===== src/rtl/pc_seq.sv =====
// Program-counter sequencer for the fetch stage: picks the next PC, drives the
// downstream register load enable, traps on misaligned targets and counts advances.
// Optional branch-source history port is enabled with `define PC_SEQ_HIST_EN.
module pc_seq #(
  parameter int               WIDTH    = 32,
  parameter logic [WIDTH-1:0] RESET_PC = WIDTH'(32'h00000080),
  parameter int               CNT_W    = 16
) (
  input  logic             clk,
  input  logic             reset,
  input  logic             enable,
  input  logic             branch,
  input  logic             zero,
  input  logic [15:0]      imm,
  input  logic             jump,
  input  logic [25:0]      jtarget,
  input  logic             jr,
  input  logic [WIDTH-1:0] rs,
  output logic [WIDTH-1:0] pc,
  output logic [WIDTH-1:0] pcp4,
  output logic             ld,
  output logic             trap,
  output logic [CNT_W-1:0] count
`ifdef PC_SEQ_HIST_EN
  ,
  output logic [WIDTH-1:0] last_tgt,
  output logic             last_vld
`endif
);

  typedef enum logic {
    RUN  = 1'b0,
    TRAP = 1'b1
  } state_t;

  state_t           state;
  state_t           state_nxt;
  logic [WIDTH-1:0] pc_nxt;
  logic [CNT_W-1:0] count_nxt;
  logic             trap_nxt;

  logic [WIDTH-1:0] target;
  logic [WIDTH-1:0] br_tgt;
  logic [WIDTH-1:0] jmp_tgt;
  logic             taken;
  logic             nonseq;
  logic             misal;

  assign pcp4   = pc + WIDTH'(4);
  assign br_tgt = pcp4 + {{(WIDTH-18){imm[15]}}, imm, 2'b00};
  assign taken  = branch & zero;
  assign nonseq = jr | jump | taken;

  // Jumps keep the top region bits of pc+4; at the minimum width there are none.
  generate
    if (WIDTH > 28) begin : g_jmp_region
      assign jmp_tgt = {pcp4[WIDTH-1:28], jtarget, 2'b00};
    end else begin : g_jmp_flat
      assign jmp_tgt = {jtarget, 2'b00};
    end
  endgenerate

  always_comb begin
    target = pcp4;
    if (jr) begin
      target = rs;
    end else if (jump) begin
      target = jmp_tgt;
    end else if (taken) begin
      target = br_tgt;
    end
  end

  assign misal = |target[1:0];
  assign ld    = !reset && enable && (state == RUN) && !misal;

  always_comb begin
    state_nxt = state;
    pc_nxt    = pc;
    count_nxt = count;
    trap_nxt  = trap;
    case (state)
      RUN: begin
        if (enable) begin
          if (misal) begin
            state_nxt = TRAP;
            trap_nxt  = 1'b1;
          end else begin
            pc_nxt    = target;
            count_nxt = (count == '1) ? count : count + CNT_W'(1);
          end
        end
      end
      TRAP: begin
        state_nxt = TRAP;
      end
      default: begin
        state_nxt = TRAP;
        trap_nxt  = 1'b1;
      end
    endcase
  end

  always_ff @(posedge clk) begin
    if (reset) begin
      state <= RUN;
      pc    <= RESET_PC;
      count <= '0;
      trap  <= 1'b0;
    end else begin
      state <= state_nxt;
      pc    <= pc_nxt;
      count <= count_nxt;
      trap  <= trap_nxt;
    end
  end

`ifdef PC_SEQ_HIST_EN
  // Records the source address of every redirecting advance; ld already excludes TRAP.
  always_ff @(posedge clk) begin
    if (reset) begin
      last_tgt <= '0;
      last_vld <= 1'b0;
    end else if (ld && nonseq) begin
      last_tgt <= pc;
      last_vld <= 1'b1;
    end
  end
`else
  logic unused_hist;
  assign unused_hist = nonseq;
`endif

endmodule


===== config.mk =====
export PLATFORM = sky130hd
export DESIGN_NAME = pc_seq
export DESIGN_NICKNAME = d
export VERILOG_FILES = /design/src/rtl/pc_seq.sv
export SDC_FILE = /design/constraint.sdc
export NUM_CORES = 1
export LEC_CHECK = 0
export BUFFER_PORTS_ARGS = -buffer_cell sky130_fd_sc_hd__buf_2
export CORE_MARGIN = 2
export CORE_UTILIZATION = 52
export DETAILED_ROUTE_END_ITERATION = 8
export PLACE_DENSITY = 0.9
export SKIP_LAST_GASP = 1
export SYNTH_ARGS = -nofsm -noshare
export SYNTH_HDL_FRONTEND = slang
export SYNTH_SLANG_ARGS = --single-unit

===== constraint.sdc =====
create_clock -name clk -period 5.57 [get_ports clk]
set_input_delay 0.557 -clock clk [delete_from_list [all_inputs] [get_ports clk]]
set_output_delay 0.557 -clock clk [all_outputs]
set_load 0.01 [all_outputs]

Word level (Yosys, flattened, before mapping)
Cells that the tools add are included.

Flip-flop bits (word level): 50. Output and inout port bits: 82. Logic and storage cells: 27.

Add/subtract/negate cells: 3. Eq/ne operators: 1. Multiplexer cells: 6. Bitwise logic cells: 4. Reductions and logical operators: 9.

Operator list (count): two-way mux 32 bit (3); adder 32 x 3 -> 32 bit (second input constant) (1); adder 32 bit (1); adder 16 x 1 -> 16 bit (second input constant) (1); == test 16 bit (second input constant) (1); AND reduction 3 bit (2); AND reduction 4 bit (1); logical AND 1 bit (3); inverter 1 bit (3); zero test 1 bit (2); two-way mux 1 bit (2); one-hot mux 1 bit (2 select lines) (1); OR reduction 2 bit (1); AND 1 bit (1).

Longest topological paths before layout
Depth after elaboration: 9. Depth in mapped cells: 16. Mapped depth without buffers: 15.

Least setup slack after synthesis
OpenSTA, ideal clock, no wires.

Path type: register to register. Start point: reg pc[4]. End point: reg pc[31]. Arrival time: 4.005 ns. Required time: 5.443 ns. Slack: 1.439 ns. Cell stages (with the launch flop): 16. Path buffers: 1. Cells stage by stage: dfxtp_1 nand4_1 nor4_1 buf_2 nand3_1 nor2_1 xor2_1 ha_1 and2_4 a41o_1 or3_4 a22o_1 or4_4 a21oi_4 mux2i_1 a31oi_1.

Cells in the longest elaborated chain, start to end: 5.

Ends and longest elaborated chain: start, declared (line 19) `output logic [WIDTH-1:0] pc,`; start signal, assigned (line 112) `pc <= pc_nxt;`; adder 32 x 3 -> 32 bit (line 49) `assign pcp4 = pc + WIDTH'(4);`; via pcp4[19] (line 20) `output logic [WIDTH-1:0] pcp4,`; adder 32 bit (line 50) `assign br_tgt = pcp4 + {{(WIDTH-18){imm[15]}}, imm, 2'b00};`; two-way mux 32 bit (line 69) `end else if (taken) begin`; two-way mux 32 bit (line 67) `end else if (jump) begin`; two-way mux 32 bit (line 65) `if (jr) begin`.

The timed path passes the listed nets, and every way through them passes these cells. A chain may end at the register's enable or synchronous reset.

Worst setup path in the final report
Start point: reg pc[5]. End point: reg pc[31].

Cells in the longest elaborated chain, start to end: 5.

Ends and longest elaborated chain (line): adder 32 x 3 -> 32 bit * (49); adder 32 bit (50); two-way mux 32 bit (69); two-way mux 32 bit * (67); two-way mux 32 bit * (65).

Every way passes the cells marked *; elsewhere a longest branch is shown, timed or not.

==> reports/qor.csv <==
metric,value,unit
setup TNS,0,ns
Setup WS pre-CTS,1.33,ns
max-slew violations,0,
Die X,101,um
first-pass GRT wire length,26500,um
Leak,2.83,nW
Synth area leader,dfxtp_1,
fin util,0.641,
Slew HR,0.400,
CP bufs+invs,1,
"Warnings, synthesis",0,
Std-Cell Rows,35,
Yosys top cell area share,0.203,
crit end category,flop,
Max Clk Rate,0.233,GHz
max cap viols,0,
Post-CTS Setup Bufs,0,
residual DRC count,0,
Tightest Pin Transition,0.900,ns
Hold Buf Count CTS,0,
DP Wirelength,13200,um
clock slew at reported path FFs,0.10,ns
syn nets,786,
Die ar.,0.0103,mm^2
area grow syn2layout,19.9,%
RD Place Congestion,0.992,
CTS buffer count,5,
PostCTS Resize Cnt,0,
clk sinks,50,
io pins,163,
final worst slack,1.28,ns
Via Count,5798,
core area,0.00924,mm^2
vias per inst,6.19,
First-pass DRT Iterations,5,
"flops & latches, synth",50,
synth top area cells,"dfxtp_1 20%, ha_1 9.6%, nor2_1 5.9%",
die height,101,um
Clock Path Buffers,2,
Fin. Hold Viols,0,
crit path cell chain,"nand4_1, nor4_1, buf_4, nand3_1, nor2_1, xor2_1, ha_1, and2_4, a41o_1, or3_4, a22o_1, or4_4, a21oi_4, mux2i_1, a31oi_1",
Crit-path slowest cell,dfxtp_1,
total track usage,0.326,
minimum clock period,4.29,ns
crit path DAT,4.50,ns
CP Class,flop to flop,
DR WL/cell,18.3,um
RSZ-0062 raised after global routing,false,
Inserted Diodes,0,
"Top FF cell, synth",dfxtp_1,
1st-iter DRT viols,382,
crit-path max FO,11,
number of global-route vias before repair,5331,
Post-synth EDFFs,0,
synthesized cell area,0.00494,mm^2
status,"complete, no violations",
CTS tree,yes,
Total Wirelength,17200,um
VDD IR-drop max,0.117,mV
worst hold path type,flop to flop,
Syn Inst Count,666,
Slowest Stage Delay on Critical Path,0.45,ns
count of input and output buffers,162,
Clock Tree Root,clkbuf_8,
PD cells,187,mW/mm^2
crit share post-route,0.771,
"FFs w/ async S/R, synth",0,
total gr overflow,0,
share of layout cells above drive strength 1,0.234,
CP Launch Type,flop,
final net count,927,
"Clk Latency, worst-skew pair",0.32,ns
Starting Density,0.534,
sequential area share after synthesis,0.203,
largest net degree at the start of global routing,47,
initial antenna violation count,1,
post-route ant nets,0,
synth unique cells,68,
syn_area_per_cell,7.41,um^2
Final Skew,0.00623,ns
Worst EP required,5.78,ns
Worst path top cell family by delay,simple AND/OR/NAND/NOR gates,
H-tree lvl count,2,
final setup violation count,0,
where the power goes:
part	internal [W]	total, W	switching (W)
combinational	0.000187	0.000461	0.000274
sequential	0.000377	0.000408	0.0000309
clock	0.0000936	0.000239	0.000145
total	0.000658	0.00111	0.000450
synthesized netlist by cell type (5+ instances only):
cell / instances
xor2_1: 26
a21o_1: 14
dfxtp_1: 50
a311oi_1: 8
nor2b_1: 6
o211ai_1: 14
xnor2_1: 29
inv_1: 17
a21oi_1: 50
a211oi_1: 15
o21ai_0: 30
and3_1: 18
nand2_1: 55
or3_1: 9
o211a_1: 6
o22ai_1: 5
o21bai_1: 7
ha_1: 38
clkbuf_1: 30
nor3_1: 20
and2_1: 5
nor2_1: 78
o21a_1: 7
nand4_1: 20
a31oi_1: 8
nand3_1: 23
state kept, by name (all words and copies together) (netlist names):
signal,flops
trap,1
pc,32
state,1
count,16
per-layer routing:
| metal | global-route usage | wire length [um] | vias to the layer above |
|---|---|---|---|
| li1 | - | - | 2779 |
| met4 | 0.130 | 671 | 0 |
| met2 | 0.527 | 7620 | 332 |
| met1 | 0.425 | 6890 | 2633 |
| met3 | 0.0697 | 2000 | 54 |
| met5 | 0 | 0 | - |
final cells by class:
type                    count  area, um^2
multi-input cells         564        3740
fillers                   869        3320
flip-flops and latches     50        1000
repair buffers            168         856
well taps                 129         161
clock buffers               5        68.8
inverters                  18        67.6
clock inverters             3        28.8
worst paths after layout:
| path | from | end | slack (ns) | cells after the start |
|---|---|---|---|---|
| max | pc[5] | pc[31] | 1.28 | 15 |
| min | trap | trap | 0.49 | 2 |
| max reg2reg | pc[5] | pc[31] | 1.28 | 15 |
| min reg2reg | trap | trap | 0.49 | 2 |
worst register-to-register path, cell delays in order, from the launching register on:
cell and delay (ns):
dfxtp_1 0.45, nand4_1 0.24, nor4_1 0.31, buf_4 0.24, nand3_1 0.18, nor2_1 0.17, xor2_1 0.29, ha_1 0.34
and2_4 0.16, a41o_1 0.25, or3_4 0.38, a22o_1 0.25, or4_4 0.44, a21oi_4 0.18, mux2i_1 0.21, a31oi_1 0.10
kinds of logic after synthesis:
group / share of synthesized area
compound gates: 0.296
xor+xnor: 0.0976
fa+ha+maj: 0.100
buf+inv: 0.0428
flops: 0.203
mux: 0.00811
simple gates: 0.253
layout by cell type (no fill, tap or decap), types with 3 or more instances in the layout:
| master | netlist | layout |
|---|---|---|
| dfxtp_1 | 50 | 50 |
| nor3_1 | 20 | 20 |
| inv_1 | 17 | 17 |
| a221oi_1 | 4 | 4 |
| o22ai_1 | 5 | 5 |
| ha_1 | 38 | 38 |
| a21o_2 | 3 | 3 |
| o21bai_1 | 7 | 7 |
| o311ai_0 | 4 | 4 |
| o21ai_0 | 30 | 30 |
| a211oi_1 | 15 | 15 |
| mux2i_1 | 4 | 4 |
| nor2_1 | 78 | 78 |
| nand3_1 | 23 | 23 |
| o221ai_1 | 4 | 4 |
| o211ai_1 | 14 | 14 |
| o21a_1 | 7 | 7 |
| a21o_1 | 14 | 14 |
| o211a_1 | 6 | 6 |
| nor4_1 | 3 | 3 |
| a31oi_1 | 8 | 8 |
| and3_1 | 18 | 18 |
| buf_4 | 2 | 6 |
| buf_2 | 1 | 162 |
| a221o_1 | 3 | 3 |
| a21oi_1 | 50 | 50 |
| nand2b_1 | 4 | 4 |
| nand4_1 | 20 | 20 |
| or3_1 | 9 | 9 |
| a21boi_0 | 3 | 3 |
| a311oi_1 | 8 | 8 |
| xor2_1 | 26 | 26 |
| nand2_1 | 55 | 55 |
| nor2b_1 | 6 | 6 |
| and4_1 | 4 | 4 |
| and2_1 | 5 | 5 |
| xnor2_1 | 29 | 29 |
| clkbuf_8 | 0 | 5 |
metrics by stage:
stage | hold WS [ns] | instance area [um^2] | instances | total power (W)
6_report | 0.487 | 5920 | 937 | 0.00111
5_1_grt | 0.521 | 5920 | 937 | 0.00117
4_1_cts | 0.496 | 5920 | 937 | 0.00110
3_5_place_dp | 0.472 | 5820 | 929 | 0.000865
3_3_place_gp | 0.447 | 5820 | 929 | 0.000860
2_1_floorplan | 0.459 | 4940 | 666 | 0.000713
(Power assumes the default switching activity.)
